===== config.mk =====
export PLATFORM = sky130hd
export DESIGN_NAME = layer_sequencer
export DESIGN_NICKNAME = d
export VERILOG_FILES = /design/src/rtl/layer_sequencer_pkg.sv /design/src/rtl/layer_sequencer_gamma_timer.sv /design/src/rtl/layer_sequencer.sv
export SDC_FILE = /design/constraint.sdc
export NUM_CORES = 1
export LEC_CHECK = 0
export ABC_AREA = 1
export BUFFER_PORTS_ARGS = -buffer_cell sky130_fd_sc_hd__buf_2
export CORE_MARGIN = 5
export CORE_UTILIZATION = 40
export DETAILED_ROUTE_END_ITERATION = 6
export PLACE_DENSITY = 0.74
export SYNTH_ARGS = -nofsm -noshare
export SYNTH_HDL_FRONTEND = slang
export SYNTH_HIERARCHICAL = 1
export SYNTH_SLANG_ARGS = --single-unit

===== constraint.sdc =====
create_clock -name clk -period 2.9 [get_ports clk]
set_input_delay 0.29 -clock clk [delete_from_list [all_inputs] [get_ports clk]]
set_output_delay 0.29 -clock clk [all_outputs]
set_load 0.03 [all_outputs]

===== src/rtl/layer_sequencer_pkg.sv =====
// rtl/layer_sequencer_pkg.sv - shared dimensions and FSM state type for the layer sequencer
`ifndef LAYER_SEQUENCER_DEFINES
`define LAYER_SEQUENCER_DEFINES
`define NUM_SPIKES 4
`define TIME_PERIOD 8
`define LOG_TIME_PERIOD 3
`define LOG_NEURONS_PER_LAYER 3
`endif

package layer_sequencer_pkg;

    localparam int NUM_SPIKES  = `NUM_SPIKES;
    localparam int TIME_PERIOD = `TIME_PERIOD;
    localparam int TIME_W      = `LOG_TIME_PERIOD + 1;
    localparam int NEURON_W    = `LOG_NEURONS_PER_LAYER + 1;
    localparam int SPIKES_W    = NUM_SPIKES * TIME_W;

    typedef enum logic [2:0] {
        ST_IDLE   = 3'd0,
        ST_FETCH  = 3'd1,
        ST_RUN    = 3'd2,
        ST_REPORT = 3'd3,
        ST_DONE   = 3'd4
    } seq_state_t;

endpackage


===== src/rtl/layer_sequencer_gamma_timer.sv =====
// rtl/layer_sequencer_gamma_timer.sv - gamma-cycle time counter, active only while running
module gamma_timer
    import layer_sequencer_pkg::*;
(
    input  logic              clk,
    input  logic              rst_l,
    input  logic              run,
    output logic [TIME_W-1:0] time_val,
    output logic              last
);

    assign last = run && (time_val == TIME_W'(TIME_PERIOD - 1));

    // Wraps to 0 after the last cycle so a back-to-back RUN starts clean.
    always_ff @(posedge clk or negedge rst_l) begin
        if (!rst_l) begin
            time_val <= '0;
        end else if (run && !last) begin
            time_val <= time_val + 1'b1;
        end else begin
            time_val <= '0;
        end
    end

endmodule


===== src/rtl/layer_sequencer.sv =====
// rtl/layer_sequencer.sv - sequences samples through a spiking layer for training or testing runs
module layer_sequencer
    import layer_sequencer_pkg::*;
(
    input  logic                clk,
    input  logic                rst_l,
    input  logic                start,
    input  logic                mode_train,
    input  logic [15:0]         num_samples,
    input  logic                sample_valid,
    output logic                sample_ready,
    input  logic [SPIKES_W-1:0] sample_spikes,
    output logic [SPIKES_W-1:0] spike_times,
    output logic [TIME_W-1:0]   time_val,
    output logic                training,
    input  logic [NEURON_W-1:0] winning_neuron,
    output logic                result_valid,
    input  logic                result_ready,
    output logic [NEURON_W-1:0] result_neuron,
    output logic                busy,
    output logic                done
);

    seq_state_t  state;
    seq_state_t  state_nxt;
    logic [15:0] sample_cnt;
    logic [15:0] sample_target;
    logic [15:0] cnt_inc;
    logic        run;
    logic        last;
    logic        accept_start;

    assign cnt_inc      = sample_cnt + 16'd1;
    assign accept_start = (state == ST_IDLE) && start && (num_samples != 16'd0);

    gamma_timer u_gamma_timer (
        .clk      (clk),
        .rst_l    (rst_l),
        .run      (run),
        .time_val (time_val),
        .last     (last)
    );

    always_ff @(posedge clk or negedge rst_l) begin
        if (!rst_l) begin
            state <= ST_IDLE;
        end else begin
            state <= state_nxt;
        end
    end

    always_comb begin
        state_nxt = state;
        case (state)
            ST_IDLE: begin
                if (start) begin
                    state_nxt = (num_samples != 16'd0) ? ST_FETCH : ST_DONE;
                end
            end
            ST_FETCH: begin
                if (sample_valid) begin
                    state_nxt = ST_RUN;
                end
            end
            ST_RUN: begin
                // The counter bumps on this same edge, so compare against its next value.
                if (last) begin
                    if (!training) begin
                        state_nxt = ST_REPORT;
                    end else begin
                        state_nxt = (cnt_inc == sample_target) ? ST_DONE : ST_FETCH;
                    end
                end
            end
            ST_REPORT: begin
                if (result_ready) begin
                    state_nxt = (sample_cnt == sample_target) ? ST_DONE : ST_FETCH;
                end
            end
            ST_DONE: begin
                state_nxt = ST_IDLE;
            end
            default: begin
                state_nxt = ST_IDLE;
            end
        endcase
    end

    always_comb begin
        sample_ready = 1'b0;
        result_valid = 1'b0;
        done         = 1'b0;
        run          = 1'b0;
        busy         = (state != ST_IDLE);
        case (state)
            ST_FETCH:  sample_ready = 1'b1;
            ST_RUN:    run          = 1'b1;
            ST_REPORT: result_valid = 1'b1;
            ST_DONE:   done         = 1'b1;
            default:   ;
        endcase
    end

    always_ff @(posedge clk or negedge rst_l) begin
        if (!rst_l) begin
            training      <= 1'b0;
            sample_target <= '0;
            sample_cnt    <= '0;
            spike_times   <= '0;
            result_neuron <= '0;
        end else begin
            if (accept_start) begin
                training      <= mode_train;
                sample_target <= num_samples;
            end
            if (sample_ready && sample_valid) begin
                spike_times <= sample_spikes;
            end
            if (last) begin
                sample_cnt <= cnt_inc;
                if (!training) begin
                    result_neuron <= winning_neuron;
                end
            end else if (state == ST_DONE) begin
                sample_cnt <= '0;
            end
        end
    end

endmodule


# Word-level counts from Yosys, hierarchy flattened

Cells that the tools add are included.

Add/subtract/negate cells: 2
Equal/unequal tests: 11
Muxes and demuxes: 16
Bitwise operators: 1
Reduce and logical (&&, ||, !) cells: 12

Operator list:

| operator                                                               | count |
|---|---|
| 16-bit equality test                                                   | 2 |
| 16-bit 2-to-1 mux                                                      | 2 |
| 3-bit 2-to-1 mux                                                       | 8 |
| 16-bit by 1-bit adder with 16-bit output (second input constant)       | 1 |
| 16-bit nonzero test                                                    | 1 |
| 3-bit one-hot mux with 4 select lines                                  | 1 |
| 3-bit by 2-bit equality test with 1-bit output (second input constant) | 2 |
| 2-bit != test (second input constant)                                  | 3 |
| 1-bit logical AND                                                      | 5 |
| 4-bit by 1-bit adder with 4-bit output (second input constant)         | 1 |
| 4-bit by 3-bit equality test with 1-bit output (second input constant) | 1 |
| 1-bit 2-to-1 mux                                                       | 4 |
| 4-bit 2-to-1 mux                                                       | 1 |
| 4-bit AND reduction                                                    | 1 |
| 3-bit by 1-bit equality test with 1-bit output (second input constant) | 1 |
| 3-bit equality test (second input constant)                            | 1 |
| 3-bit zero test                                                        | 1 |
| 3-bit nonzero test                                                     | 1 |
| 2-bit by 1-bit != test with 1-bit output (second input constant)       | 1 |
| 2-bit AND reduction                                                    | 1 |
| 2-bit nonzero test                                                     | 1 |
| 1-bit zero test                                                        | 1 |
| 1-bit NOT                                                              | 1 |

Flip-flop bits (word level): 60
Input bits: 42
Output and inout bits: 29

# Logic depth before layout (Yosys ltp)

Gate-level depths: netlist of run 1.

Depth in word-level cells: 6
Mapped depth: 17
Mapped depth without buffers: 17

# Cells and area by module

Netlist of run 1, hierarchy kept.

Modules (own cells, without submodules):

| module          | times used | cells each | area each (µm²) | seq. area each (µm²) |
|---|---|---|---|---|
| layer_sequencer | 1          | 371        | 3050.4          | 1401.3 |
| gamma_timer     | 1          | 19         | 187.7           | 100.1 |

# Least setup slack after synthesis of run 1

OpenSTA, ideal clock, no wires.

Path type: reg2reg
Start point: reg state[1]
End point: reg result_neuron[0]
Setup time: 0.125 ns
Arrival: 1.907 ns
Required time: 2.775 ns
Slack: 0.869 ns
Stages on the path, launching flop included: 7
Path through: dfrtp_1 -> inv_1 -> nor3_1 -> nor3b_2 -> clkbuf_1 -> nand2_1 -> mux2_2

Word-level cells in the longest chain between the ends: 4

RTL lines:

| item                                           | RTL line                          | source |
|---|---|---|
| from (decl)                                    | layer_sequencer.sv:24             | `seq_state_t state;` |
| from (signal assigned)                         | layer_sequencer.sv:48             | `state <= state_nxt;` |
| 3-bit by 2-bit equality test with 1-bit output | layer_sequencer.sv:95             | `case (state)` |
| 1-bit 2-to-1 mux                               | layer_sequencer.sv:95             |  |
| named net run                                  | layer_sequencer.sv:29             | `logic run;` |
| 1-bit logical AND                              | layer_sequencer_gamma_timer.sv:12 | `assign last = run && (time_val == TIME_W'(TIME_PERIOD - 1));` |
| named net last                                 | layer_sequencer.sv:30             | `logic last;` |
| 2-bit AND reduction (no line)                  | n/a                               |  |
| to (signal assigned)                           | layer_sequencer.sv:122            | `result_neuron <= winning_neuron;` |
| to (decl)                                      | layer_sequencer.sv:19             | `output logic [NEURON_W-1:0] result_neuron,` |

The timed path passes the listed nets, and every way through them passes these cells.
A chain may end at the register's enable or synchronous reset.

# Final worst setup path of run 1

Start point: reg state[1]
End point: reg state[1]

Word-level cells in the longest chain between the ends: 5
Elaborated cells between the ends (all ways): 12
Those cells by class: eq/ne: 7; mux: 2; reduce/logical: 3

RTL lines:

| item                                               | RTL line |
|---|---|
| 3-bit by 2-bit equality test with 1-bit output     | layer_sequencer.sv:95 |
| 1-bit 2-to-1 mux                                   | layer_sequencer.sv:95 |
| named net run                                      | layer_sequencer.sv:29 |
| 1-bit logical AND                                  | layer_sequencer_gamma_timer.sv:12 |
| named net last                                     | layer_sequencer.sv:30 |
| 2-bit by 1-bit != test with 1-bit output (no line) | n/a |
| 4-bit AND reduction (no line)                      | n/a |

The timed path passes the listed nets, and every way through them passes these cells.

==> impl_metrics.prom, run 1 <==
# TYPE chip_impl_metric gauge
chip_impl_info{name="status",value="completed"} 1
chip_impl_info{name="hold_crit_class",value="primary input to flop"} 1
chip_impl_metric{name="floorplan.io_pins",unit=""} 71
chip_impl_metric{name="route.antenna.remaining_nets",unit=""} 0
chip_impl_info{name="yosysTopAreaCell",value="sky130_fd_sc_hd__dfrtp_1"} 1
chip_impl_metric{name="max-vdd-ir-drop",unit="uV"} 836
chip_impl_metric{name="synth_instances",unit=""} 390
chip_impl_metric{name="synth_fp_nets",unit=""} 434
chip_impl_info{name="setup.worst_path.start",value="state[1]"} 1
chip_impl_metric{name="grt_pass1_vias",unit=""} 2927
chip_impl_info{name="synthTopCellsByArea",value="sky130_fd_sc_hd__dfrtp_1 46%, sky130_fd_sc_hd__nand2_1 12%, sky130_fd_sc_hd__mux2_2 7.0%, sky130_fd_sc_hd__inv_1 5.7%, sky130_fd_sc_hd__o21ai_0 4.3%"} 1
chip_impl_metric{name="switching_power_as_a_share_of_total_power",unit=""} 0.397
chip_impl_metric{name="antenna_fix_cells",unit=""} 0
chip_impl_metric{name="synth_seq_area_share",unit=""} 0.464
chip_impl_metric{name="finish.net_count",unit=""} 515
chip_impl_metric{name="grt_use_total",unit=""} 0.170
chip_impl_metric{name="grt_antenna_before_repair",unit=""} 0
chip_impl_metric{name="areaGrowthSynthToFinish",unit="%"} 22.8
chip_impl_info{name="grt_setup_unrepaired",value="false"} 1
chip_impl_metric{name="worst_setup_hold_path_clk_slew",unit="ns"} 0.07
chip_impl_metric{name="report.final.setup_viol",unit=""} 0
chip_impl_metric{name="mappedNetlistArea",unit="um^2"} 3240
chip_impl_metric{name="yosysWarnings",unit=""} 6
chip_impl_metric{name="core-area",unit="um^2"} 7810
chip_impl_metric{name="fin_worst_skew",unit="ns"} 0.00816
chip_impl_metric{name="comb_power_share",unit=""} 0.396
chip_impl_metric{name="pin_count_of_the_biggest_net_entering_global_routing",unit=""} 24
chip_impl_metric{name="syn_avg_cell_area",unit="um^2"} 8.30
chip_impl_metric{name="postCtsSetupRepairBufs",unit=""} 0
chip_impl_metric{name="reported_max_cap_violation_count",unit=""} 0
chip_impl_metric{name="required",unit="ns"} 3.15
chip_impl_info{name="hp-start",value="mode_train"} 1
chip_impl_metric{name="slew_at_the_pin_with_the_worst_max_slew_slack",unit="ns"} 0.627
chip_impl_info{name="crit_path_end_kind",value="flop"} 1
chip_impl_metric{name="postPlaceCellArea",unit="um^2"} 3730
chip_impl_metric{name="drt-pass1-iter-count",unit=""} 5
chip_impl_metric{name="avgRoutedWirePerCell",unit="um"} 13.8
chip_impl_info{name="cp-start-kind",value="flop"} 1
chip_impl_metric{name="die_h",unit="um"} 100
chip_impl_metric{name="dieArea",unit="um^2"} 10000
chip_impl_metric{name="drc",unit=""} 0
chip_impl_metric{name="share_of_final_layout_standard_cells_stronger_than_drive_strength_1",unit=""} 0.258
chip_impl_metric{name="worstPathArrival",unit="ns"} 2.54
chip_impl_metric{name="report.final.slew_viol_count",unit=""} 0
chip_impl_metric{name="share_of_total_power_in_sequential_cells",unit=""} 0.362
chip_impl_metric{name="floorplan.rows",unit=""} 32
chip_impl_metric{name="initial_standard_cell_utilization_of_the_core",unit=""} 0.415
chip_impl_metric{name="cts_hold_buffers",unit=""} 1
chip_impl_metric{name="f_max",unit="GHz"} 0.437
chip_impl_metric{name="finalInstanceArea",unit="um^2"} 3980
chip_impl_metric{name="cts_sink_count",unit=""} 60
chip_impl_metric{name="port_buffers",unit=""} 70
chip_impl_metric{name="yosys_reg_bits",unit=""} 60
chip_impl_metric{name="place.gp.congestion",unit=""} 0.870
chip_impl_metric{name="p_int",unit="uW"} 2160
chip_impl_info{name="most_common_library_cell_in_the_layout_ignoring_fill_and_taps",value="sky130_fd_sc_hd__nand2_1"} 1
chip_impl_metric{name="final_period_minus_worst_setup_slack",unit="ns"} 2.29
chip_impl_metric{name="hold_viol",unit=""} 0
chip_impl_metric{name="worst-path-max-fanout",unit=""} 14
chip_impl_metric{name="final.period_utilization",unit=""} 0.789
chip_impl_metric{name="synthDominantCellAreaShare",unit=""} 0.464
chip_impl_info{name="layout.cells.most_common_list",value="103 x sky130_fd_sc_hd__nand2_1, 70 x sky130_fd_sc_hd__buf_2, 60 x sky130_fd_sc_hd__dfrtp_1, 49 x sky130_fd_sc_hd__inv_1, 29 x sky130_fd_sc_hd__nor2_1"} 1
chip_impl_metric{name="drt-initial-drc-count",unit=""} 172
chip_impl_metric{name="hpwl",unit="um"} 6220
chip_impl_metric{name="global_route.overflow_total",unit=""} 0
chip_impl_metric{name="clockPowerShare",unit=""} 0.242
chip_impl_info{name="cts_root_buf",value="sky130_fd_sc_hd__clkbuf_8"} 1
chip_impl_metric{name="pwr_density_cell",unit="nW/um^2"} 899
chip_impl_metric{name="total_switching_power",unit="uW"} 1420
chip_impl_metric{name="vias",unit=""} 2845
chip_impl_metric{name="insertion_delay_of_the_later_clocked_pin_in_the_worst_skew_pair",unit="ns"} 0.34
chip_impl_metric{name="cts_made_buffers",unit=""} 9
chip_impl_metric{name="relative_slew_slack",unit=""} 0.581
chip_impl_info{name="crit-reg2reg-launch",value="state[1]"} 1
chip_impl_metric{name="synth.lib_cells_used.distinct",unit=""} 31
chip_impl_info{name="cts_tree",value="built"} 1
chip_impl_metric{name="grt_pass1_wl",unit="um"} 13600
chip_impl_metric{name="clock_tree.buffer_depth",unit=""} 2
chip_impl_metric{name="via_per_inst",unit=""} 4.92
chip_impl_metric{name="cts_resized",unit=""} 0
chip_impl_metric{name="cellLeakagePower",unit="uW"} 0.00194
chip_impl_metric{name="worst-r2r-setup-slack",unit="ns"} 0.61
chip_impl_metric{name="die_w",unit="um"} 100
chip_impl_info{name="crit_type",value="flop to flop"} 1
chip_impl_metric{name="totalNegativeSetupSlack",unit="ns"} 0
chip_impl_metric{name="cts-htree-levels",unit=""} 3
chip_impl_metric{name="route.final.wire_length",unit="um"} 8000
## sequential cells by signal, summed over array words and instances, names as in the netlist
register                cells
sample_target              16
state                       3
spike_times                16
u_gamma_timer/time_val      4
training                    1
result_neuron               4
sample_cnt                 16
## final cells by class
cell class | count | area (um^2)
fillers | 711 | 3830
inverters | 49 | 184
repair buffers | 77 | 405
clock buffers | 11 | 151
well taps | 102 | 128
flip-flops and latches | 60 | 1500
multi-input cells | 274 | 1520
clock inverters | 5 | 83.8
## kinds of logic after synthesis
group / count (synthesis) / synth area share
AOI/OAI and AO/OA: 53 / 0.0947
xor gates and xnor gates: 22 / 0.0595
adders and majority gates: 2 / 0.00773
buffers and inverters: 56 / 0.0657
DFF: 60 / 0.464
muxes: 20 / 0.0696
and+or+nand+nor: 177 / 0.239
## power by group through the flow
stage | Combinational, uW | Clock (uW) | Sequential (uW)
6_report | 1410 | 866 | 1290
5_1_grt | 1560 | 924 | 1330
4_1_cts | 1420 | 878 | 1290
3_5_place_dp | 1400 | 0 | 1300
3_3_place_gp | 1390 | 0 | 1290
2_1_floorplan | 745 | 0 | 1530
## synthesized netlist by cell type
library cell	instances
sky130_fd_sc_hd__nand2_1	103
sky130_fd_sc_hd__dfrtp_1	60
sky130_fd_sc_hd__inv_1	49
sky130_fd_sc_hd__nor2_1	29
sky130_fd_sc_hd__o21ai_0	28
sky130_fd_sc_hd__mux2_2	20
sky130_fd_sc_hd__nand3_1	19
sky130_fd_sc_hd__xnor2_1	14
sky130_fd_sc_hd__xor2_1	8
sky130_fd_sc_hd__a21oi_1	6
sky130_fd_sc_hd__nand4_1	6
sky130_fd_sc_hd__clkbuf_1	5
sky130_fd_sc_hd__nor4_1	5
sky130_fd_sc_hd__o22ai_1	5
sky130_fd_sc_hd__nor3_1	4
sky130_fd_sc_hd__o21bai_1	4
sky130_fd_sc_hd__a22oi_1	3
sky130_fd_sc_hd__nor2_2	3
sky130_fd_sc_hd__a31oi_1	2
sky130_fd_sc_hd__buf_2	2
sky130_fd_sc_hd__ha_1	2
sky130_fd_sc_hd__nand2_2	2
sky130_fd_sc_hd__nor2_4	2
sky130_fd_sc_hd__o31ai_1	2
sky130_fd_sc_hd__a221oi_1	1
sky130_fd_sc_hd__nand2_4	1
sky130_fd_sc_hd__nand3b_1	1
sky130_fd_sc_hd__nor3_2	1
sky130_fd_sc_hd__nor3b_2	1
sky130_fd_sc_hd__o211ai_1	1
sky130_fd_sc_hd__o21ai_2	1
## through the flow
| step | std cells | total power, uW | setup slack (ns) | util | hold slack, ns |
|---|---|---|---|---|---|
| finish | 578 | 3580 | 0.613 | 0.509 | 0.169 |
| global route | 578 | 3810 | 0.436 | 0.509 | 0.162 |
| CTS | 578 | 3590 | 0.613 | 0.509 | 0.152 |
| detailed placement | 561 | 2700 | 0.740 | 0.478 | 0.279 |
| global placement | 561 | 2670 | 0.815 | 0.478 | 0.278 |
| floorplan | 390 | 2280 | 0.869 | - | -0.00559 |
## worst max-delay path, stage by stage (launching register included)
cell                       delay [ns]
sky130_fd_sc_hd__dfrtp_1         0.46
sky130_fd_sc_hd__inv_1           0.11
sky130_fd_sc_hd__nor3_1          0.19
sky130_fd_sc_hd__nor3b_2         0.20
sky130_fd_sc_hd__buf_4           0.21
sky130_fd_sc_hd__inv_1           0.24
sky130_fd_sc_hd__a221oi_1        0.55
sky130_fd_sc_hd__nor2_1          0.08
sky130_fd_sc_hd__a21oi_1         0.16
## final timing paths
kind | cells past startpoint | endpoint
min in group asynchronous | 2 | result_neuron[3]
max | 8 | state[1]
max reg2reg | 8 | state[1]
min reg2reg | 1 | result_neuron[2]
min | 3 | training
max in group asynchronous | 3 | u_gamma_timer/time_val[1]
## per-layer routing
metal | routed length (um) | vias to the layer above | global-route usage | part of all wire
li1 | - | 1426 | - | -
met1 | 3690 | 1318 | 0.224 | 0.46
met2 | 3750 | 96 | 0.277 | 0.47
met3 | 499 | 5 | 0.0452 | 0.062
met4 | 58 | 0 | 0.0466 | 0.0073
met5 | 0 | - | 0 | 0
(Power assumes the default switching activity.)
==> run 2, diff against run 1 <==
- clock period: 2.9 -> 2.3 ns (I/O delays scaled with it)
==> run 2 against run 1 <==
Effect of this change:
- largest cell class unchanged
- first-iteration DRC count decreased by 16%
- core utilization decreased by 0.064 points
- die area is the same
==> impl_metrics.prom, run 2 (synthesis gave the netlist of run 1 again) <==
# TYPE chip_impl_metric gauge
chip_impl_info{name="status",value="completed"} 1
chip_impl_metric{name="finish.net_count",unit=""} 516
chip_impl_metric{name="cts_sink_count",unit=""} 60
chip_impl_metric{name="drc",unit=""} 0
chip_impl_metric{name="hpwl",unit="um"} 6070
chip_impl_info{name="critical-path-top-cell-by-count",value="sky130_fd_sc_hd__nand2_1"} 1
chip_impl_metric{name="relative_slew_slack",unit=""} 0.503
chip_impl_metric{name="wl_met3",unit="um"} 547
chip_impl_metric{name="via_per_inst",unit=""} 4.97
chip_impl_metric{name="postPlaceCellArea",unit="um^2"} 3750
chip_impl_info{name="crit_type",value="flop to flop"} 1
chip_impl_info{name="layout.cells.most_common_list",value="103 x sky130_fd_sc_hd__nand2_1, 70 x sky130_fd_sc_hd__buf_2, 59 x sky130_fd_sc_hd__dfrtp_1, 49 x sky130_fd_sc_hd__inv_1, 29 x sky130_fd_sc_hd__nor2_1"} 1
chip_impl_info{name="critical-path-top-delay-family",value="simple AND/OR/NAND/NOR gates"} 1
chip_impl_metric{name="share_of_final_layout_standard_cells_stronger_than_drive_strength_1",unit=""} 0.263
chip_impl_metric{name="core-area",unit="um^2"} 7810
chip_impl_metric{name="worst-path-max-fanout",unit=""} 6
chip_impl_metric{name="place.gp.congestion",unit=""} 0.891
chip_impl_metric{name="cellLeakagePower",unit="uW"} 0.00195
chip_impl_metric{name="areaGrowthSynthToFinish",unit="%"} 22.7
chip_impl_metric{name="cts_made_buffers",unit=""} 9
chip_impl_metric{name="vias",unit=""} 2874
chip_impl_metric{name="f_max",unit="GHz"} 0.505
chip_impl_metric{name="die_w",unit="um"} 100
chip_impl_metric{name="worst_setup_hold_path_clk_slew",unit="ns"} 0.07
chip_impl_info{name="cts_tree",value="built"} 1
chip_impl_metric{name="grt_antenna_before_repair",unit=""} 0
chip_impl_metric{name="cts_resized",unit=""} 0
chip_impl_metric{name="slew_at_the_pin_with_the_worst_max_slew_slack",unit="ns"} 0.745
chip_impl_metric{name="pin_count_of_the_biggest_net_entering_global_routing",unit=""} 61
chip_impl_metric{name="postCtsSetupRepairBufs",unit=""} 0
chip_impl_metric{name="route.final.wire_length",unit="um"} 7810
chip_impl_info{name="largestRegisters",value="sample_cnt x16, sample_target x16, spike_times x16"} 1
chip_impl_metric{name="drt-initial-drc-count",unit=""} 145
chip_impl_metric{name="port_buffers",unit=""} 70
chip_impl_metric{name="final.period_utilization",unit=""} 0.861
chip_impl_metric{name="cts_hold_buffers",unit=""} 0
chip_impl_info{name="cp-start-kind",value="flop"} 1
chip_impl_metric{name="report.final.setup_viol",unit=""} 0
chip_impl_metric{name="floorplan.io_pins",unit=""} 71
chip_impl_metric{name="initial_standard_cell_utilization_of_the_core",unit=""} 0.415
chip_impl_metric{name="insertion_delay_of_the_later_clocked_pin_in_the_worst_skew_pair",unit="ns"} 0.34
chip_impl_info{name="hold_crit_class",value="primary input to asynchronous set/reset pin"} 1
chip_impl_metric{name="max-vdd-ir-drop",unit="uV"} 819
chip_impl_metric{name="cts-htree-levels",unit=""} 3
chip_impl_metric{name="report.final.slew_viol_count",unit=""} 0
chip_impl_metric{name="dieArea",unit="um^2"} 10000
chip_impl_metric{name="instances_no_fill",unit=""} 578
chip_impl_metric{name="antenna_fix_cells",unit=""} 0
chip_impl_metric{name="fin_worst_skew",unit="ns"} 0.00558
chip_impl_info{name="most_common_library_cell_in_the_layout_ignoring_fill_and_taps",value="sky130_fd_sc_hd__nand2_1"} 1
chip_impl_info{name="cts_root_buf",value="sky130_fd_sc_hd__clkbuf_8"} 1
chip_impl_metric{name="crit_path_max_incr_delay",unit="ns"} 0.45
chip_impl_metric{name="grt_pass1_wl",unit="um"} 13600
chip_impl_metric{name="reported_max_cap_violation_count",unit=""} 0
chip_impl_info{name="cp_cell_sequence",value="ha_1, nand2_1, nor2_2, nand2_1, nand2_1, nand3_1, nand2_1, nor2_1, nand2_1, nor2_1, nand2_1, nand2_1, nand2_1, nand2_1, nand2_1"} 1
chip_impl_info{name="top_layer",value="met4"} 1
chip_impl_metric{name="totalNegativeSetupSlack",unit="ns"} 0
chip_impl_metric{name="place.detailed.instances",unit=""} 563
chip_impl_info{name="crit_path_end_kind",value="flop"} 1
chip_impl_metric{name="floorplan.rows",unit=""} 32
chip_impl_metric{name="die_h",unit="um"} 100
chip_impl_metric{name="final_period_minus_worst_setup_slack",unit="ns"} 1.98
chip_impl_metric{name="finalInstanceArea",unit="um^2"} 3970
chip_impl_metric{name="grt_use_total",unit=""} 0.166
chip_impl_metric{name="cp_num_buf_inv",unit=""} 0
chip_impl_metric{name="worstPathArrival",unit="ns"} 2.21
chip_impl_metric{name="clock_tree.buffer_depth",unit=""} 2
chip_impl_metric{name="required",unit="ns"} 2.53
chip_impl_metric{name="hold_viol",unit=""} 0
chip_impl_metric{name="grt_pass1_vias",unit=""} 2881
chip_impl_metric{name="global_route.overflow_total",unit=""} 0
chip_impl_metric{name="avgRoutedWirePerCell",unit="um"} 13.5
chip_impl_metric{name="route.antenna.remaining_nets",unit=""} 0
chip_impl_metric{name="setup_ws_pre_cts",unit="ns"} 0.314
chip_impl_metric{name="drt-pass1-iter-count",unit=""} 5
chip_impl_metric{name="pwr_density_cell",unit="nW/um^2"} 1130
chip_impl_info{name="grt_setup_unrepaired",value="false"} 1
chip_impl_info{name="crit_slowest_cell",value="sky130_fd_sc_hd__dfrtp_2"} 1
chip_impl_metric{name="met2_layer_wire_length_in_the_routed_design",unit="um"} 3580
chip_impl_metric{name="met1_length",unit="um"} 3590
chip_impl_metric{name="setup_slack",unit="ns"} 0.319
-- run 2: path summary, 6_finish.rpt --
path | startpoint | end | slack, ns | cells past startpoint
worst max-delay path | sample_cnt[0] | state[0] | 0.32 | 15
worst min-delay path | rst_l | result_neuron[3] | 0.04 | 2
worst max register to register | sample_cnt[0] | state[0] | 0.32 | 15
worst min register to register | spike_times[7] | spike_times[7] | 0.50 | 1
max in group asynchronous | rst_l | sample_cnt[0] | 1.73 | 2
min in group clk | num_samples[11] | sample_target[11] | 0.10 | 3
-- run 2: final cells by class --
| class | instances | area [um^2] |
|---|---|---|
| fill | 730 | 3830 |
| multi-input combinational | 274 | 1520 |
| sequential | 60 | 1500 |
| timing repair buffer | 78 | 410 |
| inverter | 49 | 184 |
| clock buffer | 11 | 151 |
| tap | 102 | 128 |
| clock inverter | 4 | 72.6 |
-- run 2: routing by layer --
layer,vias up,GRT usage
li1,1435,-
met1,1338,0.225
met2,90,0.258
met3,11,0.0556
met4,0,0.0446
met5,-,0
-- run 2: where the power goes --
group          total [uW]  internal, uW  switching [uW]
logic                1780           671            1110
clock network        1070           661             412
registers            1630          1380             247
total                4480          2720            1770
-- run 2: through the flow --
step / power [uW] / hold WS, ns / util
after floorplan: 2870 / -0.0656 / -
after global placement: 3380 / 0.431 / 0.480
after detailed placement: 3430 / 0.438 / 0.480
after CTS: 4510 / 0.0618 / 0.509
after global routing: 4780 / 0.105 / 0.509
final: 4480 / 0.0418 / 0.509
